$ cat src/rtl/display_timing_gen.sv
// VGA raster timing generator: pixel-tick divider, h/v counters, active-area flag
// and sync outputs, each delay-matched to the downstream pixel pipeline.
module display_timing_gen #(
    parameter int H_ACTIVE = 640,
    parameter int H_FP     = 16,
    parameter int H_SYNC   = 96,
    parameter int H_BP     = 48,
    parameter int V_ACTIVE = 480,
    parameter int V_FP     = 10,
    parameter int V_SYNC   = 2,
    parameter int V_BP     = 33,
    parameter bit SYNC_POL = 1'b0,
    parameter int CLK_DIV  = 4,
    parameter int VID_DLY  = 1,
    parameter int SYNC_DLY = 2
) (
    input  logic       clk,
    input  logic       reset,
    output logic [9:0] pixel_row,
    output logic [9:0] pixel_column,
    output logic       video_on,
    output logic       horiz_sync,
    output logic       vert_sync,
    output logic       frame_start
);

    localparam int H_TOTAL = H_ACTIVE + H_FP + H_SYNC + H_BP;
    localparam int V_TOTAL = V_ACTIVE + V_FP + V_SYNC + V_BP;

    localparam logic [9:0] H_LAST   = 10'(H_TOTAL - 1);
    localparam logic [9:0] V_LAST   = 10'(V_TOTAL - 1);
    localparam logic [9:0] H_ACT_E  = 10'(H_ACTIVE);
    localparam logic [9:0] V_ACT_E  = 10'(V_ACTIVE);
    localparam logic [9:0] H_SYNC_S = 10'(H_ACTIVE + H_FP);
    localparam logic [9:0] H_SYNC_E = 10'(H_ACTIVE + H_FP + H_SYNC);
    localparam logic [9:0] V_SYNC_S = 10'(V_ACTIVE + V_FP);
    localparam logic [9:0] V_SYNC_E = 10'(V_ACTIVE + V_FP + V_SYNC);

    logic [9:0] r_hc;
    logic [9:0] r_vc;
    logic       r_frame_start;
    logic       w_tick;
    logic       w_h_wrap;
    logic       w_v_wrap;
    logic       w_act;
    logic       w_hs;
    logic       w_vs;
    logic       w_vid_dly;
    logic       w_hs_dly;
    logic       w_vs_dly;

    // Pixel-tick divider; collapses to a constant tick when no division is needed.
    generate
        if (CLK_DIV <= 1) begin : g_nodiv
            assign w_tick = 1'b1;
        end else begin : g_div
            localparam int DIV_W = $clog2(CLK_DIV);
            localparam logic [DIV_W-1:0] DIV_LAST = DIV_W'(CLK_DIV - 1);
            logic [DIV_W-1:0] r_div;

            always_ff @(posedge clk or posedge reset) begin
                if (reset) begin
                    r_div <= '0;
                end else if (r_div == DIV_LAST) begin
                    r_div <= '0;
                end else begin
                    r_div <= r_div + 1'b1;
                end
            end

            assign w_tick = (r_div == DIV_LAST);
        end
    endgenerate

    assign w_h_wrap = w_tick && (r_hc == H_LAST);
    assign w_v_wrap = w_h_wrap && (r_vc == V_LAST);

    always_ff @(posedge clk or posedge reset) begin
        if (reset) begin
            r_hc          <= '0;
            r_vc          <= '0;
            r_frame_start <= 1'b0;
        end else begin
            r_frame_start <= w_v_wrap;
            if (w_tick) begin
                r_hc <= w_h_wrap ? 10'd0 : r_hc + 10'd1;
            end
            if (w_h_wrap) begin
                r_vc <= w_v_wrap ? 10'd0 : r_vc + 10'd1;
            end
        end
    end

    assign w_act = (r_hc < H_ACT_E) && (r_vc < V_ACT_E);
    assign w_hs  = (r_hc >= H_SYNC_S) && (r_hc < H_SYNC_E);
    assign w_vs  = (r_vc >= V_SYNC_S) && (r_vc < V_SYNC_E);

    // video_on delay: matches the world-map read latency.
    generate
        if (VID_DLY == 0) begin : g_vid_nodly
            assign w_vid_dly = w_act;
        end else begin : g_vid_dly
            logic [VID_DLY-1:0] r_vid_pipe;

            always_ff @(posedge clk or posedge reset) begin
                if (reset) begin
                    r_vid_pipe <= '0;
                end else begin
                    r_vid_pipe[0] <= w_act;
                    for (int i = 1; i < VID_DLY; i++) begin
                        r_vid_pipe[i] <= r_vid_pipe[i-1];
                    end
                end
            end

            assign w_vid_dly = r_vid_pipe[VID_DLY-1];
        end
    endgenerate

    // Sync delay: map read plus the colorizer's output register.
    generate
        if (SYNC_DLY == 0) begin : g_sync_nodly
            assign w_hs_dly = w_hs;
            assign w_vs_dly = w_vs;
        end else begin : g_sync_dly
            logic [SYNC_DLY-1:0] r_hs_pipe;
            logic [SYNC_DLY-1:0] r_vs_pipe;

            always_ff @(posedge clk or posedge reset) begin
                if (reset) begin
                    r_hs_pipe <= '0;
                    r_vs_pipe <= '0;
                end else begin
                    r_hs_pipe[0] <= w_hs;
                    r_vs_pipe[0] <= w_vs;
                    for (int i = 1; i < SYNC_DLY; i++) begin
                        r_hs_pipe[i] <= r_hs_pipe[i-1];
                        r_vs_pipe[i] <= r_vs_pipe[i-1];
                    end
                end
            end

            assign w_hs_dly = r_hs_pipe[SYNC_DLY-1];
            assign w_vs_dly = r_vs_pipe[SYNC_DLY-1];
        end
    endgenerate

    assign pixel_row    = r_vc;
    assign pixel_column = r_hc;
    assign video_on     = w_vid_dly;
    assign horiz_sync   = w_hs_dly ? SYNC_POL : ~SYNC_POL;
    assign vert_sync    = w_vs_dly ? SYNC_POL : ~SYNC_POL;
    assign frame_start  = r_frame_start;

endmodule

$ cat config.mk
export PLATFORM = sky130hd
export DESIGN_NAME = display_timing_gen
export DESIGN_NICKNAME = d
export VERILOG_FILES = /design/src/rtl/display_timing_gen.sv
export SDC_FILE = /design/constraint.sdc
export NUM_CORES = 1
export LEC_CHECK = 0
export BUFFER_PORTS_ARGS = -buffer_cell sky130_fd_sc_hd__buf_2
export CORE_UTILIZATION = 45
export DETAILED_ROUTE_END_ITERATION = 7
export PLACE_DENSITY = 0.73
export SLEW_MARGIN = 20
export SYNTH_ARGS = -nofsm -noshare
export SYNTH_HDL_FRONTEND = slang
export SYNTH_SLANG_ARGS = --single-unit
$ cat constraint.sdc
create_clock -name clk -period 1.6 [get_ports clk]
set_input_delay 0.24 -clock clk [delete_from_list [all_inputs] [get_ports clk]]
set_output_delay 0.24 -clock clk [all_outputs]
set_load 0.01 [all_outputs]
==> results of run 1 <==
## cell usage in the layout (no fill, tap or decap), types with 2 or more instances in the layout
master,count
buf_4,23
dfrtp_1,28
inv_2,2
xor2_1,5
nor3_2,2
inv_1,7
and4_2,2
a21oi_2,3
nor2_1,8
o21ai_0,6
ha_1,2
nor3_1,2
nor2_2,2
nand4_1,8
nand2_1,12
buf_2,25
or3_1,3
clkbuf_4,3
o21ai_1,2
xnor2_1,6
nand3_1,8
ha_4,3
## through the flow
| step | area [um^2] | setup TNS (ns) | hold WS (ns) | utilization, % |
|---|---|---|---|---|
| 3_5_place_dp | 1670 | -0.0499 | 0.326 | 59.0 |
| 2_1_floorplan | 1380 | -0.00147 | 0.305 | - |
| 6_report | 1790 | 0 | 0.371 | 63.3 |
| 5_1_grt | 1790 | -0.328 | 0.387 | 63.3 |
| 4_1_cts | 1720 | 0 | 0.375 | 60.8 |
| 3_3_place_gp | 1670 | 0 | 0.316 | 59.0 |
## per-layer routing
metal  global-route usage [%]  up-vias  wire length (um)
met2                     33.8       27              1580
met5                        0        -                 0
met1                     25.6      526              1300
met4                     6.27        0                25
met3                     2.72        4               108
li1                         -      554                 -
## power by group
part / switching [uW] / total, uW / internal, uW
Sequential: 0 / 708 / 708
Clock: 206 / 345 / 139
Combinational: 14.2 / 18.4 / 4.24
## timing repair
| item | CTS | global route |
|---|---|---|
| buffers inserted | 0 | 3 |
| gates resized for setup | 4 | 10 |
| hold buffers | 1 | 0 |
| endpoints found under the hold margin | 28 | 0 |
| pin swaps | 0 | 5 |
| setup endpoints to repair | 8 | 10 |
## final cells by class
| cell class | count | area (um^2) | share of cell area (%) |
|---|---|---|---|
| flip-flops and latches | 28 | 701 | 39.1 |
| multi-input cells | 90 | 674 | 37.6 |
| repair buffers | 49 | 308 | 17.2 |
| well taps | 31 | 38.8 | 2.16 |
| clock buffers | 4 | 36.3 | 2.03 |
| inverters | 9 | 33.8 | 1.89 |
## final timing paths
path | start | to | depth (start not counted) | slack [ns]
setup / recovery | pixel_row[1] | pixel_row[3] | 6 | 0.005
hold / removal | g_sync_dly.r_hs_pipe[0] | g_sync_dly.r_hs_pipe[1] | 0 | 0.37
setup reg to reg | pixel_row[1] | pixel_row[3] | 6 | 0.005
hold reg to reg | g_sync_dly.r_hs_pipe[0] | g_sync_dly.r_hs_pipe[1] | 0 | 0.37
max in group asynchronous | reset | pixel_row[7] | 4 | 0.84
min in group asynchronous | reset | pixel_column[7] | 4 | 0.49
## registers in the layout (all words and copies together) (netlist names)
signal,count
g_div.r_div,2
frame_start,1
g_sync_dly.r_vs_pipe,2
pixel_row,10
pixel_column,10
video_on,1
g_sync_dly.r_hs_pipe,2
## logic make-up after synthesis
family,after synthesis,synth area share [%]
and+or+nand+nor,58,25.3
DFF,28,51.2
AOI/OAI and AO/OA,15,6.68
buffers and inverters,12,4.39
xor gates and xnor gates,11,7.04
adders and majority gates,5,4.57
muxes,1,0.732
==> summary.md, run 1 <==
| Metric | Value |
|---|---|
| Status | `finished, violations left` |
| Failing checks | `DRC` |
| Syn Area/Cell | `10.5 um^2` |
| Ys async rst share | `100%` |
| Synthesized cell area | `between 0.001 and 0.0015 mm^2` |
| Post-Syn Instances | `130` |
| Post-route minimum period | `~1.6 ns` |
| Filler cell count | `245` |
| Slew @ Worst Pin | `0.460 ns` |
| Number of buffers created by CTS | `3` |
| Synth warn | `0` |
| Total Power | `1070 uW` |
| Number of vias per cell | `5.27` |
| Family with the most delay on the worst path | `simple AND/OR/NAND/NOR gates` |
| Largest cells by area after synthesis | `dfrtp_1, ha_1, xnor2_1` |
| Post-Layout Cell Count | `211` |
| Distinct cells, synth | `31` |
| Pre-Repair DR Iteration Count | `6` |
| GP Congestion | `roughly 0.78` |
| Layout cells sized above 1 | `40.6%` |
| Largest net degree at the start of global routing | `29` |
| Buf/Inv on CP | `1` |
| Max Slew Vio Count | `0` |
| Cell with the most instances after synthesis | `dfrtp_1` |
| Commonest cells in the netlist | `dfrtp_1, nand2_1, nor2_1` |
| Floorplan core area | `0.00283 mm^2` |
| Max cap viols | `0` |
| Row cnt | `19` |
| First-pass GRT wire length | `between 4000 and 5000 um` |
| Final hold vios | `0` |
| Final ANT Viol Nets | `0` |
| Synth Flop Type | `dfrtp_1` |
| Post-route clock period utilization | `around 100%` |
| Global-route usage over all layers | `19.6%` |
| Element type at the critical path end | `flip-flop` |
| Number of buffers added on ports | `25` |
| Mapped Nets | `137` |
| Root Buffer | `clkbuf_4` |
| Initial antenna violation count | `0` |
| CP arrival | `~1.8 ns` |
| Post-synth EDFFs | `0` |
| Hold Path Class | `reg -> reg` |
| Die area | `0.00326 mm^2` |
| CP startpoint kind | `flip-flop` |
| Worst path slowest cell | `or4_4` |
| Fin worst setup slack | `0.00539 ns` |
| Sequential area share after synthesis | `51.2%` |
| Critical path class | `reg -> reg` |
| P&R area growth vs syn | `31.0%` |
| DRT iter0 DRCs | `26` |
| WL per Instance | `approximately 14 um` |
| Max stage delay on crit path | `0.54 ns` |
| Fmax | `around 0.63 GHz` |
| DP Worst Slack | `-0.0343 ns` |
| Post-Place Cells | `203` |
| DR DRC count | `8` |
| Clk slew on worst S/H paths | `~0.15 ns` |
| Critical path cell sequence | `inv_2 -> ha_4 -> nand4_1 -> or4_4 -> nor2_4 -> a21oi_2` |
| Final Skew | `0.00315 ns` |
| Vias in the first global route | `between 1000 and 1500` |
| Die Y-Extent | `57.1 um` |
| Detailed-route via count | `1111` |
| Initial Util | `48.3%` |
| GRT overflow | `0` |
| Clk sinks | `28` |
| Clock buffer depth | `2` |
| Pleak | `0.000839 uW` |
| Max_slew headroom | `69.1%` |
| Maximum vdd drop | `362 uV` |
| Estimated wirelength of the detail-placed design | `2190 um` |
| Pwr Density | `598 mW/mm^2` |
| IO Count | `26` |
| H-tree levels | `1` |
| Chip width | `57.1 um` |
| CP max FO | `5` |
| Unrepaired setup endpoints after global routing | `yes` |
| CTS tree | `yes` |
| Largest area contributor in the netlist | `dfrtp_1` |
| Register bit total from synthesis | `28` |
| Top cell type's share of synthesized area | `51.2%` |
| # setup viols final | `0` |
| Post-Route WL | `3020 um` |
| Fin nets | `188` |
| # diodes | `0` |
| Worst path required time | `1.83 ns` |
| Worst skew pair latency | `roughly 0.33 ns` |
Note: power is estimated with default switching activity, not from simulation.
==> run 2: changes to the inputs <==
--- a/config.mk
+++ b/config.mk
@@ -6,9 +6,9 @@
 export NUM_CORES = 1
 export LEC_CHECK = 0
 export BUFFER_PORTS_ARGS = -buffer_cell sky130_fd_sc_hd__buf_2
-export CORE_UTILIZATION = 45
+export CORE_UTILIZATION = 25
 export DETAILED_ROUTE_END_ITERATION = 7
-export PLACE_DENSITY = 0.73
+export PLACE_DENSITY = 0.47
 export SLEW_MARGIN = 20
 export SYNTH_ARGS = -nofsm -noshare
 export SYNTH_HDL_FRONTEND = slang
==> constraint.sdc (replaced) <==
create_clock -name clk -period 1.6 [get_ports clk]
set_input_delay 0.24 -clock clk [delete_from_list [all_inputs] [get_ports clk]]
set_output_delay 0.24 -clock clk [all_outputs]
set_load 0.005 [all_outputs]
==> run 2 against run 1 <==
The run now ends clean; sequential power is essentially flat; sequential share of layout area fell by 1.1 points; die area up 77%; highest routed layer unchanged; largest power group unchanged.
==> summary.md, run 2 (synthesized netlist as in run 1, its figures left out) <==
| Metric | Value |
|---|---|
| Status | `complete, no violations` |
| # diodes | `0 (unchanged)` |
| # setup viols final | `0 (unchanged)` |
| Pre-Repair DR Iteration Count | `4 (-2)` |
| Max cap viols | `0 (unchanged)` |
| Fin worst setup slack | `0.0418 ns (+0.0364 ns)` |
| Worst path required time | `1.76 ns (-0.07 ns)` |
| Pint | `930 uW (+9.2%)` |
| Initial antenna violation count | `0 (unchanged)` |
| DRT iter0 DRCs | `32 (+23%)` |
| Flop pwr share | `60.7% (-5.3 points)` |
| Layout cells sized above 1 | `41.2% (+0.65 points)` |
| DR DRC count | `0 (-8)` |
| Vias in the first global route | `1119 (+4.0%)` |
| Number of vias per cell | `4.52 (-14%)` |
| Slew @ Worst Pin | `0.356 ns (-0.104 ns)` |
| CP max FO | `5 (unchanged)` |
| Leading cell type in the layout, fill and taps excluded | `dfrtp_1` |
| GP Congestion | `0.797 (+2.1%)` |
| P&R area growth vs syn | `34.8%` |
| Maximum vdd drop | `421 uV (+16%)` |
| Clk sinks | `28 (unchanged)` |
| Final hold vios | `0 (unchanged)` |
| Hold buffers post-CTS | `0 (-1)` |
| Post-route minimum period | `1.56 ns (-0.0364 ns)` |
| Estimated wirelength of the detail-placed design | `2460 um (+12%)` |
| Most frequent cells in the layout | `dfrtp_1, buf_4, buf_2` |
| First-pass GRT wire length | `5480 um (+12%)` |
| Clock buffer depth | `2 (unchanged)` |
| Max Slew Vio Count | `0 (unchanged)` |
| H-tree levels | `1 (unchanged)` |
| Worst reg2reg path startpoint | `pixel_row[1]` |
| Element type at the critical path end | `flip-flop` |
| Total Power | `1160 uW (+8.6%)` |
| Post-Route WL | `3200 um (+5.9%)` |
| Detailed-route via count | `1139 (+2.5%)` |
| Net load switching power | `234 uW (+6.3%)` |
| Worst skew pair latency | `0.27 ns (-0.06 ns)` |
| Die area | `0.00577 mm^2 (+77%)` |
| Row cnt | `26 (+7)` |
| CP startpoint kind | `flip-flop` |
| CP arrival | `1.72 ns (-0.10 ns)` |
| Pleak | `0.000855 uW (+1.9%)` |
| Root Buffer | `clkbuf_8` |
| DP Worst Slack | `-0.0427 ns (-0.00839 ns)` |
| Critical path class | `reg -> reg` |
| Gate power share | `1.4% (-0.3 points)` |
| Fin nets | `190 (+1.1%)` |
| Clk pwr share | `37.9% (+5.7 points)` |
| Worst setup startpoint | `pixel_row[1]` |
| Switch share | `20.1% (-0.44 points)` |
| Number of buffers added on ports | `25 (unchanged)` |
| Final core occ | `35.6% (-28 points)` |
| Fmax | `0.642 GHz (+2.3%)` |
| GRT overflow | `0 (unchanged)` |
| Final Skew | `0.00530 ns (+0.00215 ns)` |
| Die Y-Extent | `76.0 um (+33%)` |
| Largest net degree at the start of global routing | `29 (unchanged)` |
| Pwr Density | `632 mW/mm^2 (+5.6%)` |
| IO Count | `26 (unchanged)` |
| WL per Instance | `12.7 um (-11%)` |
| Unrepaired setup endpoints after global routing | `yes` |
| Post-route clock period utilization | `97.4% (-2.3 points)` |
| CTS tree | `yes` |
| Clk slew on worst S/H paths | `0.10 ns (-0.05 ns)` |
| Chip width | `76.0 um (+33%)` |
| Initial Util | `26.4% (-22 points)` |
| Max_slew headroom | `76.3% (+7.2 points)` |
| Final ANT Viol Nets | `0 (unchanged)` |
| Floorplan core area | `0.00517 mm^2 (+83%)` |
| Hold Path Class | `in -> async` |
| Number of buffers created by CTS | `3 (unchanged)` |
| Global-route usage over all layers | `11.9% (-7.7 points)` |
run 2: cell count changes in the layout (fill, tap and decap cells not counted), sizes merged:
cell | previous run | this run
buf | 48 | 51
dlygate4sd3 | 1 | 0
run 2: power by group through the flow:
stage	clock [uW]	sequential [uW]	combinational, uW
2_1_floorplan	0	721	10.5
5_1_grt	495	707	20.3
6_report	441	707	16.4
3_3_place_gp	0	721	17.8
4_1_cts	458	707	18.2
3_5_place_dp	0	721	18.1
run 2: worst max-delay path, stage by stage (launching register included):
cell and delay (ns):
dfrtp_1 0.40, inv_2 0.09, ha_4 0.13, nand4_1 0.08, or4_4 0.52, nor2_4 0.18
a21oi_1 0.06
run 2: path summary, 6_finish.rpt:
| check | to | slack [ns] | cells past startpoint |
|---|---|---|---|
| max reg2reg | pixel_row[9] | 0.04 | 6 |
| max | pixel_row[9] | 0.04 | 6 |
| max in group asynchronous | pixel_row[8] | 1.32 | 3 |
| min reg2reg | g_sync_dly.r_hs_pipe[1] | 0.36 | 0 |
| min | pixel_column[8] | 0.02 | 3 |
| min in group clk | g_sync_dly.r_hs_pipe[1] | 0.36 | 0 |
run 2: timing repair:
item                                    CTS  global route
pin swaps                                 1             6
resized for setup                         2            10
endpoints found under the setup margin    8            11
setup buffers                             0             0
run 2: per-stage QoR:
stage | cell area, um^2 | std cells | setup TNS (ns) | hold WS [ns]
after floorplan | 1370 | 130 | 0 | 0.305
after CTS | 1810 | 252 | 0 | 0.0289
after global placement | 1750 | 248 | -0.00301 | 0.323
after global routing | 1840 | 252 | -0.112 | 0.0455
after detailed placement | 1750 | 248 | -0.103 | 0.328
final | 1840 | 252 | 0 | 0.0160
run 2: layout make-up:
class                           count  area [um^2]
Fill cell                         537         3330
Sequential cell                    28          701
Tap cell                           70         87.6
Timing Repair Buffer               51          320
Clock buffer                        4         55.1
Inverter                            9         33.8
Multi-Input combinational cell     90          646
run 2: per-layer routing:
layer	up-vias	share of wire [%]	wire length, um	track usage (%)
li1	559	-	-	-
met1	545	47	1510	15.8
met2	31	47	1510	19.5
met3	4	4.7	149	3.49
met4	0	0.85	27	1.73
met5	-	0	0	0
